==> config.mk <==
export PLATFORM = sky130hd
export DESIGN_NAME = wb_timer
export DESIGN_NICKNAME = d
export VERILOG_FILES = /design/src/rtl/wb_timer_pkg.sv /design/src/rtl/wb_slave_if.sv /design/src/rtl/wb_timer.sv
export SDC_FILE = /design/constraint.sdc
export NUM_CORES = 1
export LEC_CHECK = 0
export CELL_PAD_IN_SITES_DETAIL_PLACEMENT = 0
export CELL_PAD_IN_SITES_GLOBAL_PLACEMENT = 1
export CORE_MARGIN = 1
export CORE_UTILIZATION = 40
export DETAILED_ROUTE_END_ITERATION = 7
export GPL_ROUTABILITY_DRIVEN = 0
export HOLD_SLACK_MARGIN = 0.03
export PLACE_DENSITY_LB_ADDON = 0.15
export SYNTH_ARGS = -nofsm -noshare
export SYNTH_HDL_FRONTEND = slang
export SYNTH_SLANG_ARGS = --single-unit
==> constraint.sdc <==
create_clock -name wb_clk_i -period 12.6 [get_ports wb_clk_i]
set_input_delay 2.52 -clock wb_clk_i [delete_from_list [all_inputs] [get_ports wb_clk_i]]
set_output_delay 2.52 -clock wb_clk_i [all_outputs]
set_load 0.05 [all_outputs]
==> src/rtl/wb_timer_pkg.sv <==
// Shared definitions for the Wishbone timer: register offsets, control/status
// bit positions, slave handshake states and the byte-lane merge helper.
package wb_timer_pkg;

    localparam logic [2:0] REG_CTRL    = 3'd0;
    localparam logic [2:0] REG_PRESC   = 3'd1;
    localparam logic [2:0] REG_COUNT   = 3'd2;
    localparam logic [2:0] REG_COMPARE = 3'd3;
    localparam logic [2:0] REG_STATUS  = 3'd4;

    localparam logic [7:0] ADDR_LIMIT  = 8'h14;

    localparam int CTRL_EN     = 0;
    localparam int CTRL_IE     = 1;
    localparam int CTRL_AR     = 2;
    localparam int STATUS_PEND = 0;

    typedef enum logic [0:0] {
        SLV_IDLE = 1'b0,
        SLV_RESP = 1'b1
    } slv_state_e;

    // Replace only the byte lanes whose select bit is set.
    function automatic logic [31:0] merge_lanes(input logic [31:0] old_v,
                                                input logic [31:0] new_v,
                                                input logic [3:0]  sel);
        logic [31:0] res;
        res = old_v;
        for (int i = 0; i < 4; i++) begin
            res[8*i +: 8] = sel[i] ? new_v[8*i +: 8] : old_v[8*i +: 8];
        end
        return res;
    endfunction

endpackage

==> src/rtl/wb_slave_if.sv <==
// Generic Wishbone slave front end: two-state handshake, address range decode,
// registered ack/err/read-data and a single-cycle write strobe to the register file.
module wb_slave_if
    import wb_timer_pkg::*;
(
    input  logic        clk_i,
    input  logic        rst_i,
    input  logic        cyc_i,
    input  logic        stb_i,
    input  logic        we_i,
    input  logic [7:0]  adr_i,
    input  logic [31:0] dat_i,
    input  logic [3:0]  sel_i,
    input  logic [31:0] rd_data_i,
    output logic [31:0] dat_o,
    output logic        ack_o,
    output logic        err_o,
    output logic        reg_wr_o,
    output logic [2:0]  reg_idx_o,
    output logic [31:0] wr_data_o,
    output logic [3:0]  wr_sel_o
);

    slv_state_e  state_q;
    logic        ack_q;
    logic        err_q;
    logic [31:0] dat_q;
    logic        sample;
    logic        addr_ok;

    // A request is only taken from IDLE, which enforces the idle cycle after every response.
    assign sample    = cyc_i & stb_i & (state_q == SLV_IDLE);
    assign addr_ok   = (adr_i < ADDR_LIMIT);
    assign reg_wr_o  = sample & we_i & addr_ok;
    assign reg_idx_o = adr_i[4:2];
    assign wr_data_o = dat_i;
    assign wr_sel_o  = sel_i;

    assign ack_o = ack_q;
    assign err_o = err_q;
    assign dat_o = dat_q;

    // Handshake FSM with registered termination and read data.
    always_ff @(posedge clk_i or posedge rst_i) begin
        if (rst_i) begin
            state_q <= SLV_IDLE;
            ack_q   <= 1'b0;
            err_q   <= 1'b0;
            dat_q   <= 32'h0;
        end else begin
            case (state_q)
                SLV_IDLE: begin
                    if (sample) begin
                        state_q <= SLV_RESP;
                        ack_q   <= addr_ok;
                        err_q   <= ~addr_ok;
                        dat_q   <= (addr_ok && !we_i) ? rd_data_i : 32'h0;
                    end else begin
                        state_q <= SLV_IDLE;
                        ack_q   <= 1'b0;
                        err_q   <= 1'b0;
                        dat_q   <= 32'h0;
                    end
                end
                SLV_RESP: begin
                    state_q <= SLV_IDLE;
                    ack_q   <= 1'b0;
                    err_q   <= 1'b0;
                    dat_q   <= 32'h0;
                end
                default: begin
                    state_q <= SLV_IDLE;
                    ack_q   <= 1'b0;
                    err_q   <= 1'b0;
                    dat_q   <= 32'h0;
                end
            endcase
        end
    end

endmodule

==> src/rtl/wb_timer.sv <==
// Wishbone-mapped 32-bit timer with prescaler, compare match, optional
// auto-reload and a level interrupt gated by CTRL.IE.
module wb_timer
    import wb_timer_pkg::*;
#(
    parameter int unsigned PRESC_W     = 16,
    parameter logic [31:0] RST_COMPARE = 32'hFFFF_FFFF
) (
    input  logic        wb_clk_i,
    input  logic        wb_rst_i,
    input  logic        wb_cyc_i,
    input  logic        wb_stb_i,
    input  logic        wb_we_i,
    input  logic [7:0]  wb_adr_i,
    input  logic [31:0] wb_dat_i,
    input  logic [3:0]  wb_sel_i,
    output logic [31:0] wb_dat_o,
    output logic        wb_ack_o,
    output logic        wb_err_o,
    output logic        wb_inta_o
);

    logic               reg_wr;
    logic [2:0]         reg_idx;
    logic [31:0]        wr_data;
    logic [3:0]         wr_sel;
    logic [31:0]        rd_data;

    logic [2:0]         ctrl_q,    ctrl_d;
    logic [PRESC_W-1:0] presc_q,   presc_d;
    logic [PRESC_W-1:0] pcnt_q,    pcnt_d;
    logic [31:0]        count_q,   count_d;
    logic [31:0]        compare_q, compare_d;
    logic               pend_q,    pend_d;

    logic               wr_any;
    logic               tick;
    logic               match;

    wb_slave_if u_slv (
        .clk_i     (wb_clk_i),
        .rst_i     (wb_rst_i),
        .cyc_i     (wb_cyc_i),
        .stb_i     (wb_stb_i),
        .we_i      (wb_we_i),
        .adr_i     (wb_adr_i),
        .dat_i     (wb_dat_i),
        .sel_i     (wb_sel_i),
        .rd_data_i (rd_data),
        .dat_o     (wb_dat_o),
        .ack_o     (wb_ack_o),
        .err_o     (wb_err_o),
        .reg_wr_o  (reg_wr),
        .reg_idx_o (reg_idx),
        .wr_data_o (wr_data),
        .wr_sel_o  (wr_sel)
    );

    // An all-zero byte enable is acknowledged but must leave every register untouched.
    assign wr_any    = reg_wr & (|wr_sel);
    assign tick      = ctrl_q[CTRL_EN] & (pcnt_q == presc_q);
    assign match     = tick & (count_q == compare_q);
    assign wb_inta_o = pend_q & ctrl_q[CTRL_IE];

    // Read multiplexer; the slave captures it at the sampling edge.
    always_comb begin
        rd_data = 32'h0;
        case (reg_idx)
            REG_CTRL:    rd_data = {29'd0, ctrl_q};
            REG_PRESC:   rd_data = 32'(presc_q);
            REG_COUNT:   rd_data = count_q;
            REG_COMPARE: rd_data = compare_q;
            REG_STATUS:  rd_data = {31'd0, pend_q};
            default:     rd_data = 32'h0;
        endcase
    end

    // Next-state for configuration, prescaler, counter and pending flag.
    always_comb begin
        ctrl_d    = ctrl_q;
        presc_d   = presc_q;
        pcnt_d    = pcnt_q;
        count_d   = count_q;
        compare_d = compare_q;
        pend_d    = pend_q;

        if (wr_any && (reg_idx == REG_CTRL)) begin
            ctrl_d = 3'(merge_lanes({29'd0, ctrl_q}, wr_data, wr_sel));
        end else begin
            ctrl_d = ctrl_q;
        end

        if (wr_any && (reg_idx == REG_PRESC)) begin
            presc_d = PRESC_W'(merge_lanes(32'(presc_q), wr_data, wr_sel));
            pcnt_d  = '0;
        end else if (tick) begin
            presc_d = presc_q;
            pcnt_d  = '0;
        end else if (ctrl_q[CTRL_EN]) begin
            presc_d = presc_q;
            pcnt_d  = pcnt_q + PRESC_W'(1'b1);
        end else begin
            presc_d = presc_q;
            pcnt_d  = pcnt_q;
        end

        // A bus write wins over the tick; the match itself was judged on the old count.
        if (wr_any && (reg_idx == REG_COUNT)) begin
            count_d = merge_lanes(count_q, wr_data, wr_sel);
        end else if (match && ctrl_q[CTRL_AR]) begin
            count_d = 32'h0;
        end else if (tick) begin
            count_d = count_q + 32'd1;
        end else begin
            count_d = count_q;
        end

        if (wr_any && (reg_idx == REG_COMPARE)) begin
            compare_d = merge_lanes(compare_q, wr_data, wr_sel);
        end else begin
            compare_d = compare_q;
        end

        if (match) begin
            pend_d = 1'b1;
        end else if (wr_any && (reg_idx == REG_STATUS) && wr_sel[0] && wr_data[STATUS_PEND]) begin
            pend_d = 1'b0;
        end else begin
            pend_d = pend_q;
        end
    end

    // Timer state registers.
    always_ff @(posedge wb_clk_i or posedge wb_rst_i) begin
        if (wb_rst_i) begin
            ctrl_q    <= 3'd0;
            presc_q   <= '0;
            pcnt_q    <= '0;
            count_q   <= 32'h0;
            compare_q <= RST_COMPARE;
            pend_q    <= 1'b0;
        end else begin
            ctrl_q    <= ctrl_d;
            presc_q   <= presc_d;
            pcnt_q    <= pcnt_d;
            count_q   <= count_d;
            compare_q <= compare_d;
            pend_q    <= pend_d;
        end
    end

endmodule

==> run_results.csv <==
group,metric,value,unit
floorplan,core.rowCount,49,
floorplan,fp.dieW,139,microns
clocking,clock-root-buffer,"clkbuf_16",
global_route,grt_pass1_vias,6163,
global_route,grt_overflow,0,
pwr,power.switching,0.275,mW
timing,maxSlewViolCount,0,
detailed_routing,drt_first_iter_violations,545,
detailed_routing,routed_wl,22500,microns
logic_synthesis,ys_seq_elements,135,
status,violations,"design-rule violations",
clocking,cts_tree,"yes",
worst_setup_path,path_class,"in2reg",
worst_setup_path,crit_required,12.88,ns
pwr,pwr-share-clk,47.3,%
timing,report.final.hold_viol_count,0,
status,status,"finished with violations",
pwr,power.internal,0.778,mW
logic_synthesis,yosysTopAreaCellShare,34.4,%
clocking,path_clk_slew,0.06,ns
pwr,sw_frac_of_total,26.1,%
pwr,max-vdd-ir-drop,0.0909,mV
logic_synthesis,ys_types,56,
logic_synthesis,muxShareOfSynthArea,10.7,%
timing,period_needed,4.94,ns
timing,grt_setup_unrepaired,"false",
worst_setup_path,critPathLaunchType,"primary input",
logic_synthesis,yosys.area_share.adder,0.334,%
worst_setup_path,critPathMaxFanout,47,
clocking,ctsLongestPathBuffers,2,
logic_synthesis,synthFlopType,"dfrtp_1",
logic_synthesis,yosys.area.top_type,"dfrtp_1",
layout,n_antenna_cell,0,
floorplan,die_h,139,microns
timing,max_freq,202,MHz
worst_setup_path,crit_path_end_kind,"flop",
worst_setup_path,arrival,5.22,ns
place,place_inst,993,
timing,worst_slew_margin_rel,23.4,%
logic_synthesis,synth_nets,787,
timing,worst_pin_slew,1.15,ns
worst_setup_path,crit_top_cell,"buf_4",
pwr,power_frac_comb,9.7,%
place,dp_hpwl,15900,microns
pwr,p_seq_share,42.9,%
timing,setup_ws,7.66,ns
detailed_routing,ant_nets,0,
floorplan,ioPinCount,84,
detailed_routing,drt_pass1_iterations,8,
pwr,p_leak,3.41,nW
detailed_routing,route.detailed.drc,1,
clocking,htree_levels,4,
logic_synthesis,synth-async-reset-ratio,100,%
global_route,grt_first_pass_wirelength,35800,microns
layout,area.growth.synth_to_final,19.4,%
timing,clock_skew,0.0101,ns
worst_setup_path,crit_chain,"clkdlybuf4s50_1, buf_4, nor3b_2, buf_4, and2_4, nor3_4, a22oi_1, o21ai_0",
worst_setup_path,slowest_delay,0.59,ns
worst_setup_path,cp.buffers_inverters,3,
timing,finalSetupTns,0,ns
layout,final_layout_size_suffix_gt1_share,19.7,%
logic_synthesis,ys_seq_area_share,45.6,%
logic_synthesis,netlist_area,7500,sq um
logic_synthesis,synth_top_family_by_area,"simple AND/OR/NAND/NOR gates",
global_route,grt_max_degree,83,
logic_synthesis,synthSimpleGateAreaFrac,18.9,%
timing,setup_viol,0,
logic_synthesis,synth.area.top_cells,"dfrtp_1 (34%), dfstp_2 (11%), mux2_2 (9.6%)",
logic_synthesis,avgSynthCellArea,10.2,sq um
worst_setup_path,crit_family,"buffers and inverters",
detailed_routing,viasPerCell,5.97,
logic_synthesis,synth_xor_area_share,7.36,%
place,portBuffers,81,
clocking,worstSkewPairLatency,0.43,ns
global_route,grt_usage,24.3,%
clocking,cts.sinks,135,
logic_synthesis,synthCells,736,
clocking,cts_hold_buf,0,
clocking,postCtsSetupBuffers,0,
run,drv_cap,0,
clocking,cts-resized-gates,0,
floorplan,initial_utilization,41.3,%
logic_synthesis,synth_edf_count,0,
pwr,p_total,1.05,mW
layout,nNetsFinal,834,
clocking,cts_buffers,17,
timing,period_share,39.2,%
detailed_routing,wl_per_cell,21.9,microns
worst_setup_path,cp_slowest_cell,"and2_4",
place,place_ws,7.18,ns
layout,n_fill_cell,1654,
floorplan,die_area,19300,sq um
logic_synthesis,yosysWarningCount,0,
floorplan,core-area,18100,sq um
hold_path,hp-class,"reg2reg",
layout,finalNonFillerCells,1025,
global_route,antenna_found_initial,0,
logic_synthesis,synth-compound-area-share,13.1,%
pwr,power_density,118,nW/um^2
detailed_routing,num_vias,6121,
## logic make-up (layout without fill, tap and decap cells)
family,after synthesis,after routing
compound gates,144,144
xor+xnor,63,63
fa+ha+maj,2,2
buf+inv,65,125
flops,135,135
mux,70,70
simple gates,257,257
## layout by cell type (no fill, tap or decap), types with 3 or more instances in the layout
cell type / count
dfrtp_1: 103
clkdlybuf4s50_1: 81
mux2_2: 64
xnor2_1: 61
nor2_1: 58
a22oi_1: 57
dfstp_2: 32
nand2_1: 30
nand4_1: 30
a21oi_1: 28
nand3_1: 25
and3_1: 25
o21ai_1: 23
nor3_1: 23
nor4_1: 18
clkbuf_16: 17
o21ai_0: 11
and4_1: 8
buf_4: 7
nor2b_1: 6
o211a_1: 6
nor3b_1: 6
clkinvlp_4: 6
mux2i_1: 4
and2_1: 4
inv_1: 4
a31oi_1: 4
nand2_2: 4
a22oi_2: 3
a31oi_2: 3
inv_6: 3
## synth_stat cells, types with 3 or more instances
cell type / number
buf_6: 4
a31oi_1: 4
buf_2: 22
mux2i_1: 4
nand3_1: 25
nor3b_1: 6
o21ai_0: 11
nor3_1: 24
o21ai_1: 23
dfstp_2: 32
inv_1: 5
nand4_1: 30
o211a_1: 6
and2_1: 4
nand2_1: 30
and3_1: 25
dfrtp_1: 103
mux2_2: 64
nand2_2: 4
buf_1: 3
a22oi_1: 57
a22oi_2: 3
nor2b_1: 6
nor2_1: 58
and4_1: 8
nor4_1: 18
a21oi_1: 28
a31oi_2: 3
clkbuf_1: 30
xnor2_1: 61
## layer usage
layer | up-vias | share of wire [%] | GRT usage [%]
li1 | 2801 | - | -
met4 | 0 | 2.2 | 8.25
met5 | - | 0 | 0
met3 | 32 | 4.4 | 4.80
met2 | 175 | 50 | 40.4
met1 | 3113 | 44 | 31.6
## final cells by class
| type | count | area (sq um) | area share, % |
|---|---|---|---|
| multi-input combinational | 536 | 3780 | 42.3 |
| sequential | 135 | 3420 | 38.2 |
| timing repair buffer | 88 | 863 | 9.64 |
| clock buffer | 18 | 429 | 4.79 |
| tap | 229 | 287 | 3.20 |
| clock inverter | 14 | 150 | 1.68 |
| inverter | 5 | 21.3 | 0.238 |
## state kept, by name, summed over array words and instances (netlist names)
register       cells
u_slv.dat_o       32
pend_q             1
u_slv.err_o        1
count_q           32
ctrl_q             3
u_slv.ack_o        1
pcnt_q            16
u_slv.state_q      1
presc_q           16
compare_q         32
## worst paths after layout
path,startpoint,slack [ns],depth (start not counted),endpoint
setup / recovery,wb_adr_i[3],7.66,8,count_q[4]$_DFFE_PP0P_
hold / removal,ctrl_q[1]$_DFFE_PP0P_,0.54,1,ctrl_q[1]$_DFFE_PP0P_
setup reg to reg,count_q[1]$_DFFE_PP0P_,9.38,7,count_q[21]$_DFFE_PP0P_
hold reg to reg,ctrl_q[1]$_DFFE_PP0P_,0.54,1,ctrl_q[1]$_DFFE_PP0P_
max in group asynchronous,wb_rst_i,8.56,3,count_q[18]$_DFFE_PP0P_
min in group asynchronous,wb_rst_i,2.70,2,u_slv.dat_o[30]$_DFF_PP0_
## power by group through the flow
stage / sequential, mW / clock (mW) / combinational (mW)
2_1_floorplan: 0.457 / 0 / 0.0615
3_3_place_gp: 0.459 / 0 / 0.101
3_5_place_dp: 0.459 / 0 / 0.103
4_1_cts: 0.452 / 0.505 / 0.104
5_1_grt: 0.453 / 0.527 / 0.112
6_report: 0.452 / 0.498 / 0.103
## metrics by stage
step	utilization, %	cell area, sq um	hold WS [ns]
6_report	49.3	8950	0.535
5_1_grt	49.3	8950	0.578
4_1_cts	49.3	8950	0.545
3_5_place_dp	46.1	8370	0.531
3_3_place_gp	46.1	8370	0.519
2_1_floorplan	-	7500	0.480
(Power assumes the default switching activity.)
